[config.mk]
export PLATFORM = sky130hd
export DESIGN_NAME = uart_tx_arbiter
export DESIGN_NICKNAME = d
export VERILOG_FILES = /design/src/rtl/uart_ctrl_pkg.sv /design/src/rtl/uart_tx_arbiter_rr_pick.sv /design/src/rtl/uart_tx_arbiter.sv
export SDC_FILE = /design/constraint.sdc
export NUM_CORES = 1
export LEC_CHECK = 0
export ABC_AREA = 1
export CAP_MARGIN = 40
export CORE_UTILIZATION = 40
export CTS_CLUSTER_SIZE = 40
export DETAILED_ROUTE_END_ITERATION = 8
export PLACE_DENSITY_LB_ADDON = 0.12
export SYNTH_ARGS = -nofsm -noshare
export SYNTH_HDL_FRONTEND = slang
export SYNTH_HIERARCHICAL = 1
export SYNTH_SLANG_ARGS = --single-unit
export TNS_END_PERCENT = 30
[constraint.sdc]
create_clock -name clk_100m -period 3.8 [get_ports clk_100m]
set_clock_uncertainty 0.15 [all_clocks]
set_input_delay 0.76 -clock clk_100m [delete_from_list [all_inputs] [get_ports clk_100m]]
set_output_delay 0.76 -clock clk_100m [all_outputs]
set_load 0.02 [all_outputs]
[src/rtl/uart_ctrl_pkg.sv]
// Shared types and default sizing for the UART transmit arbiter.
package uart_ctrl_pkg;

  localparam int DEF_NUM_REQ     = 4;
  localparam int DEF_DATA_W      = 8;
  localparam int DEF_TIMEOUT_CYC = 20000;

  typedef enum logic [1:0] {
    ST_IDLE  = 2'd0,
    ST_START = 2'd1,
    ST_BUSY  = 2'd2,
    ST_GAP   = 2'd3
  } arb_state_t;

endpackage

[src/rtl/uart_tx_arbiter_rr_pick.sv]
// Combinational round-robin search: nearest requester above last_winner, with wrap-around.
module rr_pick #(
  parameter int NUM_REQ = 4
) (
  input  logic [NUM_REQ-1:0]         req,
  input  logic [$clog2(NUM_REQ)-1:0] last_winner,
  output logic [$clog2(NUM_REQ)-1:0] winner,
  output logic                       valid
);

  localparam int IDX_W = $clog2(NUM_REQ);

  // Walk from farthest to nearest so the nearest hit overwrites earlier ones.
  always_comb begin
    logic [IDX_W-1:0] w_idx;
    winner = '0;
    valid  = 1'b0;
    w_idx  = '0;
    for (int k = NUM_REQ; k >= 1; k--) begin
      w_idx = IDX_W'((int'(last_winner) + k) % NUM_REQ);
      if (req[w_idx]) begin
        winner = w_idx;
        valid  = 1'b1;
      end
    end
  end

endmodule

[src/rtl/uart_tx_arbiter.sv]
// Round-robin arbiter sharing one UART transmitter between NUM_REQ byte sources.
// Optional start-acknowledge watchdog with timeout_err output: define UART_ARB_TIMEOUT_EN.
module uart_tx_arbiter
  import uart_ctrl_pkg::*;
#(
  parameter int NUM_REQ     = DEF_NUM_REQ,
  parameter int DATA_W      = DEF_DATA_W,
  parameter int TIMEOUT_CYC = DEF_TIMEOUT_CYC
) (
  input  logic                        clk_100m,
  input  logic                        rst,
  input  logic [NUM_REQ-1:0]          req,
  input  logic [NUM_REQ*DATA_W-1:0]   req_data,
  output logic [NUM_REQ-1:0]          grant,
  output logic [DATA_W-1:0]           tx_data,
  output logic                        tx_start,
  input  logic                        tx_busy,
  output logic [$clog2(NUM_REQ)-1:0]  active_id,
  output logic                        arb_idle
`ifdef UART_ARB_TIMEOUT_EN
  ,
  output logic                        timeout_err
`endif
);

  localparam int IDX_W = $clog2(NUM_REQ);

  if (NUM_REQ < 2 || NUM_REQ > 8 || DATA_W < 1 || TIMEOUT_CYC < 1) begin : g_bad_cfg
    $error("uart_tx_arbiter: unsupported parameter set");
  end

  arb_state_t        r_state;
  arb_state_t        w_state_nxt;
  logic [IDX_W-1:0]  r_last_winner;
  logic [IDX_W-1:0]  r_active_id;
  logic [DATA_W-1:0] r_tx_data;
  logic [IDX_W-1:0]  w_pick;
  logic              w_pick_vld;
  logic              w_grant_fire;
  logic [DATA_W-1:0] w_pick_data;
  logic              w_to_expire;

  rr_pick #(
    .NUM_REQ (NUM_REQ)
  ) u_rr_pick (
    .req         (req),
    .last_winner (r_last_winner),
    .winner      (w_pick),
    .valid       (w_pick_vld)
  );

  assign w_pick_data = req_data[w_pick*DATA_W +: DATA_W];

`ifdef UART_ARB_TIMEOUT_EN
  localparam int TO_W = $clog2(TIMEOUT_CYC + 1);
  localparam logic [TO_W-1:0] TO_LAST = TO_W'(TIMEOUT_CYC - 1);

  logic [TO_W-1:0] r_to_cnt;
  logic            r_timeout_err;

  assign w_to_expire = (r_state == ST_START) && !tx_busy && (r_to_cnt == TO_LAST);

  // Counts START cycles only; cleared whenever START is left or not yet entered.
  always_ff @(posedge clk_100m or posedge rst) begin
    if (rst) begin
      r_to_cnt      <= '0;
      r_timeout_err <= 1'b0;
    end else begin
      r_timeout_err <= w_to_expire;
      if (r_state == ST_START && w_state_nxt == ST_START) begin
        r_to_cnt <= r_to_cnt + 1'b1;
      end else begin
        r_to_cnt <= '0;
      end
    end
  end

  assign timeout_err = r_timeout_err;
`else
  assign w_to_expire = 1'b0;
`endif

  always_ff @(posedge clk_100m or posedge rst) begin
    if (rst) begin
      r_state       <= ST_IDLE;
      r_tx_data     <= '0;
      r_active_id   <= '0;
      r_last_winner <= IDX_W'(NUM_REQ - 1);
    end else begin
      r_state <= w_state_nxt;
      if (w_grant_fire) begin
        r_tx_data     <= w_pick_data;
        r_active_id   <= w_pick;
        r_last_winner <= w_pick;
      end
    end
  end

  always_comb begin
    w_state_nxt  = r_state;
    w_grant_fire = 1'b0;
    grant        = '0;
    case (r_state)
      ST_IDLE: begin
        // A foreign transfer holding tx_busy blocks the launch.
        if (w_pick_vld && !tx_busy) begin
          w_grant_fire = 1'b1;
          w_state_nxt  = ST_START;
        end
      end
      ST_START: begin
        if (tx_busy) begin
          w_state_nxt = ST_BUSY;
        end else if (w_to_expire) begin
          w_state_nxt = ST_GAP;
        end
      end
      ST_BUSY: begin
        if (!tx_busy) begin
          w_state_nxt = ST_GAP;
        end
      end
      ST_GAP:  w_state_nxt = ST_IDLE;
      default: w_state_nxt = ST_IDLE;
    endcase
    // The grant pulse is Mealy, so it is also masked while reset is held.
    if (w_grant_fire && !rst) begin
      grant[w_pick] = 1'b1;
    end
  end

  assign tx_start  = (r_state == ST_START);
  assign arb_idle  = (r_state == ST_IDLE);
  assign tx_data   = r_tx_data;
  assign active_id = r_active_id;

endmodule

==> impl_metrics.tcl <==
set metrics [dict create \
    worstPathRequired_ps 2890 \
    synth_seq_area_share 0.276 \
    io_buffers 54 \
    yosys_warnings 6 \
    pre_cts_ws_ps 68.3 \
    drtPass1Iterations 5 \
    critPathMaxFanout 5 \
    cts_made_buffers 3 \
    io_pins 55 \
    die_w_um 58.5 \
    p_leak_nw 1.10 \
    vias_per_cell 4.40 \
    cts_resized 0 \
    die_h_um 58.5 \
    drv_cap 0 \
    initial_utilization 0.419 \
    netlist_instances 207 \
    cts-hold-fix-buffers 0 \
    clockBufferDepth 2 \
    numClockSinks 14 \
    hold_violations 0 \
    clk_latency_ps 270 \
    max_freq_mhz 295 \
    path_clk_slew_ps 70 \
    nNetsFinal 308 \
    rows 20 \
    grt_max_degree 17 \
    hold_depth 2 \
    antenna_cells 0 \
    die_area_um2 3430 \
    grt_pass1_vias 1150 \
    grt_pass1_wl_um 4940 \
    worst_slack_ps 413 \
    worstRegToRegCells 15 \
    worst_pin_slew_ps 522 \
    postLayoutCellArea_um2 1890 \
    routed_wl_um 2980 \
    grt_usage 0.186 \
    syn_area_um2 1280 \
    status "completed" \
    finalSetupTns_ps 0 \
    grt_overflow 0 \
    vdd_drop_max_mv 0.525 \
    gp_congestion 0.875 \
    drcViolationCount 0 \
    worstSetupEndpointType "output pin" \
    syn_to_final_growth_pct 47.7 \
    synthDistinctLibCells 24 \
    final-setup-viol-count 0 \
    num_vias 1356 \
    wl_per_cell_um 9.67 \
    crit_path_start_kind "input pin" \
    cts_setup_buffers 0 \
    synth_top_cells_by_area "nand2_1 (40%), dfrtp_1 (23%), nand2_2 (5.4%), dfstp_2 (4.1%), ha_1 (3.9%)" \
    h-tree-depth 1 \
    coreArea_um2 3050 \
    synth_seq_cells 14 \
    post-dp-hpwl_um 2330 \
    syn_avg_cell_area_um2 6.18 \
    synth_largest_area_cell "nand2_1" \
    power.density_nw_per_um2 881 \
    drive_above_1_share 0.129 \
    synth_fp_nets 250 \
    ant_nets 0 \
    rsz0062_at_grt "no" \
    placed_area_um2 1840 \
    finalCritPeriodShare 0.891 \
    period_minus_slack_ps 3390 \
    cts_tree "built" \
    hold_class "flop to flop" \
    critical_path_class "input pin to output pin" \
    fillers 289 \
    critPathArrivalTime_ps 2480 \
    initialDrtViolationCount 84 \
    slew_viol_final 0 \
    root_buffer "clkbuf_4" \
    synth_top_area_frac 0.402 \
    relSlewSlack 0.651 \
    antenna_found_initial 0 \
]
==> metal layers <==
metal,track usage,wire [um]
met2,0.268,1190
met3,0.0286,231
met1,0.280,1520
met4,0.0680,33
met5,0,0
==> through the flow <==
stage	power [mW]	utilization	instances	hold slack [ps]
2_1_floorplan	1.28	-	207	305
3_3_place_gp	1.57	0.603	304	312
3_5_place_dp	1.56	0.603	304	314
4_1_cts	1.68	0.615	308	336
5_1_grt	1.87	0.618	308	357
6_report	1.66	0.618	308	333
==> Yosys cell counts <==
cell / n
inv_6: 1
nand2_2: 11
nor3_2: 2
nor2_2: 2
nand2_1: 137
dfrtp_1: 12
inv_1: 12
buf_12: 1
nand3_1: 6
dfstp_2: 2
o21a_1: 1
and2_4: 1
or2_2: 1
nor3_1: 2
nor2_1: 1
ha_1: 4
o21ai_2: 1
buf_6: 4
inv_2: 1
bufinv_16: 1
inv_8: 1
buf_2: 1
nand2_4: 1
o21ai_1: 1
==> area by class of cell <==
| type | instances | area (um2) | area share |
|---|---|---|---|
| multi-input cells | 171 | 757 | 0.401 |
| flip-flops and latches | 14 | 353 | 0.187 |
| well taps | 44 | 55.1 | 0.0292 |
| repair buffers | 59 | 588 | 0.311 |
| clock buffers | 4 | 36.3 | 0.0192 |
| inverters | 16 | 98.8 | 0.0524 |
==> path summary, 6_finish.rpt <==
kind	startpoint	slack, ps	to
setup reg to reg	r_last_winner[0]	1560	tx_data[3]
hold reg to reg	tx_data[2]	330	tx_data[2]
setup / recovery	req[3]	410	grant[1]
min in group asynchronous	rst	830	active_id[1]
hold / removal	tx_data[2]	330	tx_data[2]
max in group asynchronous	rst	2310	r_last_winner[1]
==> worst max-delay path: stages <==
cell and delay [ps]:
clkdlybuf4s50_1 490, inv_1 40, nand2_1 60, nand2_1 80, and2_4 150, nor2_2 70, nand3_1 70, nand2_1 200
nand2_1 90, nor3_1 190, dlymetal6s2s_1 250
==> state kept, by name, summed over array words and instances (netlist names) <==
| register | cells |
|---|---|
| active_id | 2 |
| r_last_winner | 2 |
| r_state | 2 |
| tx_data | 8 |
==> cells in the final DEF, fill, tap and decap left out <==
cell / netlist / final
ha_1: 4 / 4
clkbuf_4: 0 / 3
nor2_1: 1 / 1
inv_8: 1 / 1
o21ai_1: 1 / 1
nand2_4: 1 / 1
o21a_1: 1 / 1
clkbuf_8: 0 / 1
nand2_1: 137 / 137
nor3_2: 2 / 2
inv_1: 12 / 12
dlymetal6s2s_1: 0 / 4
o21ai_2: 1 / 1
and2_4: 1 / 1
nor3_1: 2 / 2
buf_4: 0 / 5
bufinv_16: 1 / 1
dfstp_2: 2 / 2
inv_2: 1 / 1
nand3_1: 6 / 6
inv_6: 1 / 1
nand2_2: 11 / 11
clkdlybuf4s50_1: 0 / 50
or2_2: 1 / 1
nor2_2: 2 / 2
dfrtp_1: 12 / 12
==> where the power goes <==
group	internal (mW)	leakage [nW]	switching [mW]	total [mW]
combinational	0.542	0.902	0.734	1.28
clock	0.0582	0.0210	0.0447	0.103
sequential	0.227	0.172	0.0570	0.284
==> kinds of logic (layout without fill, tap and decap cells) <==
kind of cell / after synthesis / in the layout / synth area share
buffers and inverters: 22 / 79 / 0.132
adder cells (fa/ha/maj): 4 / 4 / 0.0391
flip-flops: 14 / 14 / 0.276
AO/OA/AOI/OAI: 3 / 3 / 0.0166
AND/OR/NAND/NOR: 164 / 164 / 0.536
Note: power is estimated with default switching activity, not from simulation.
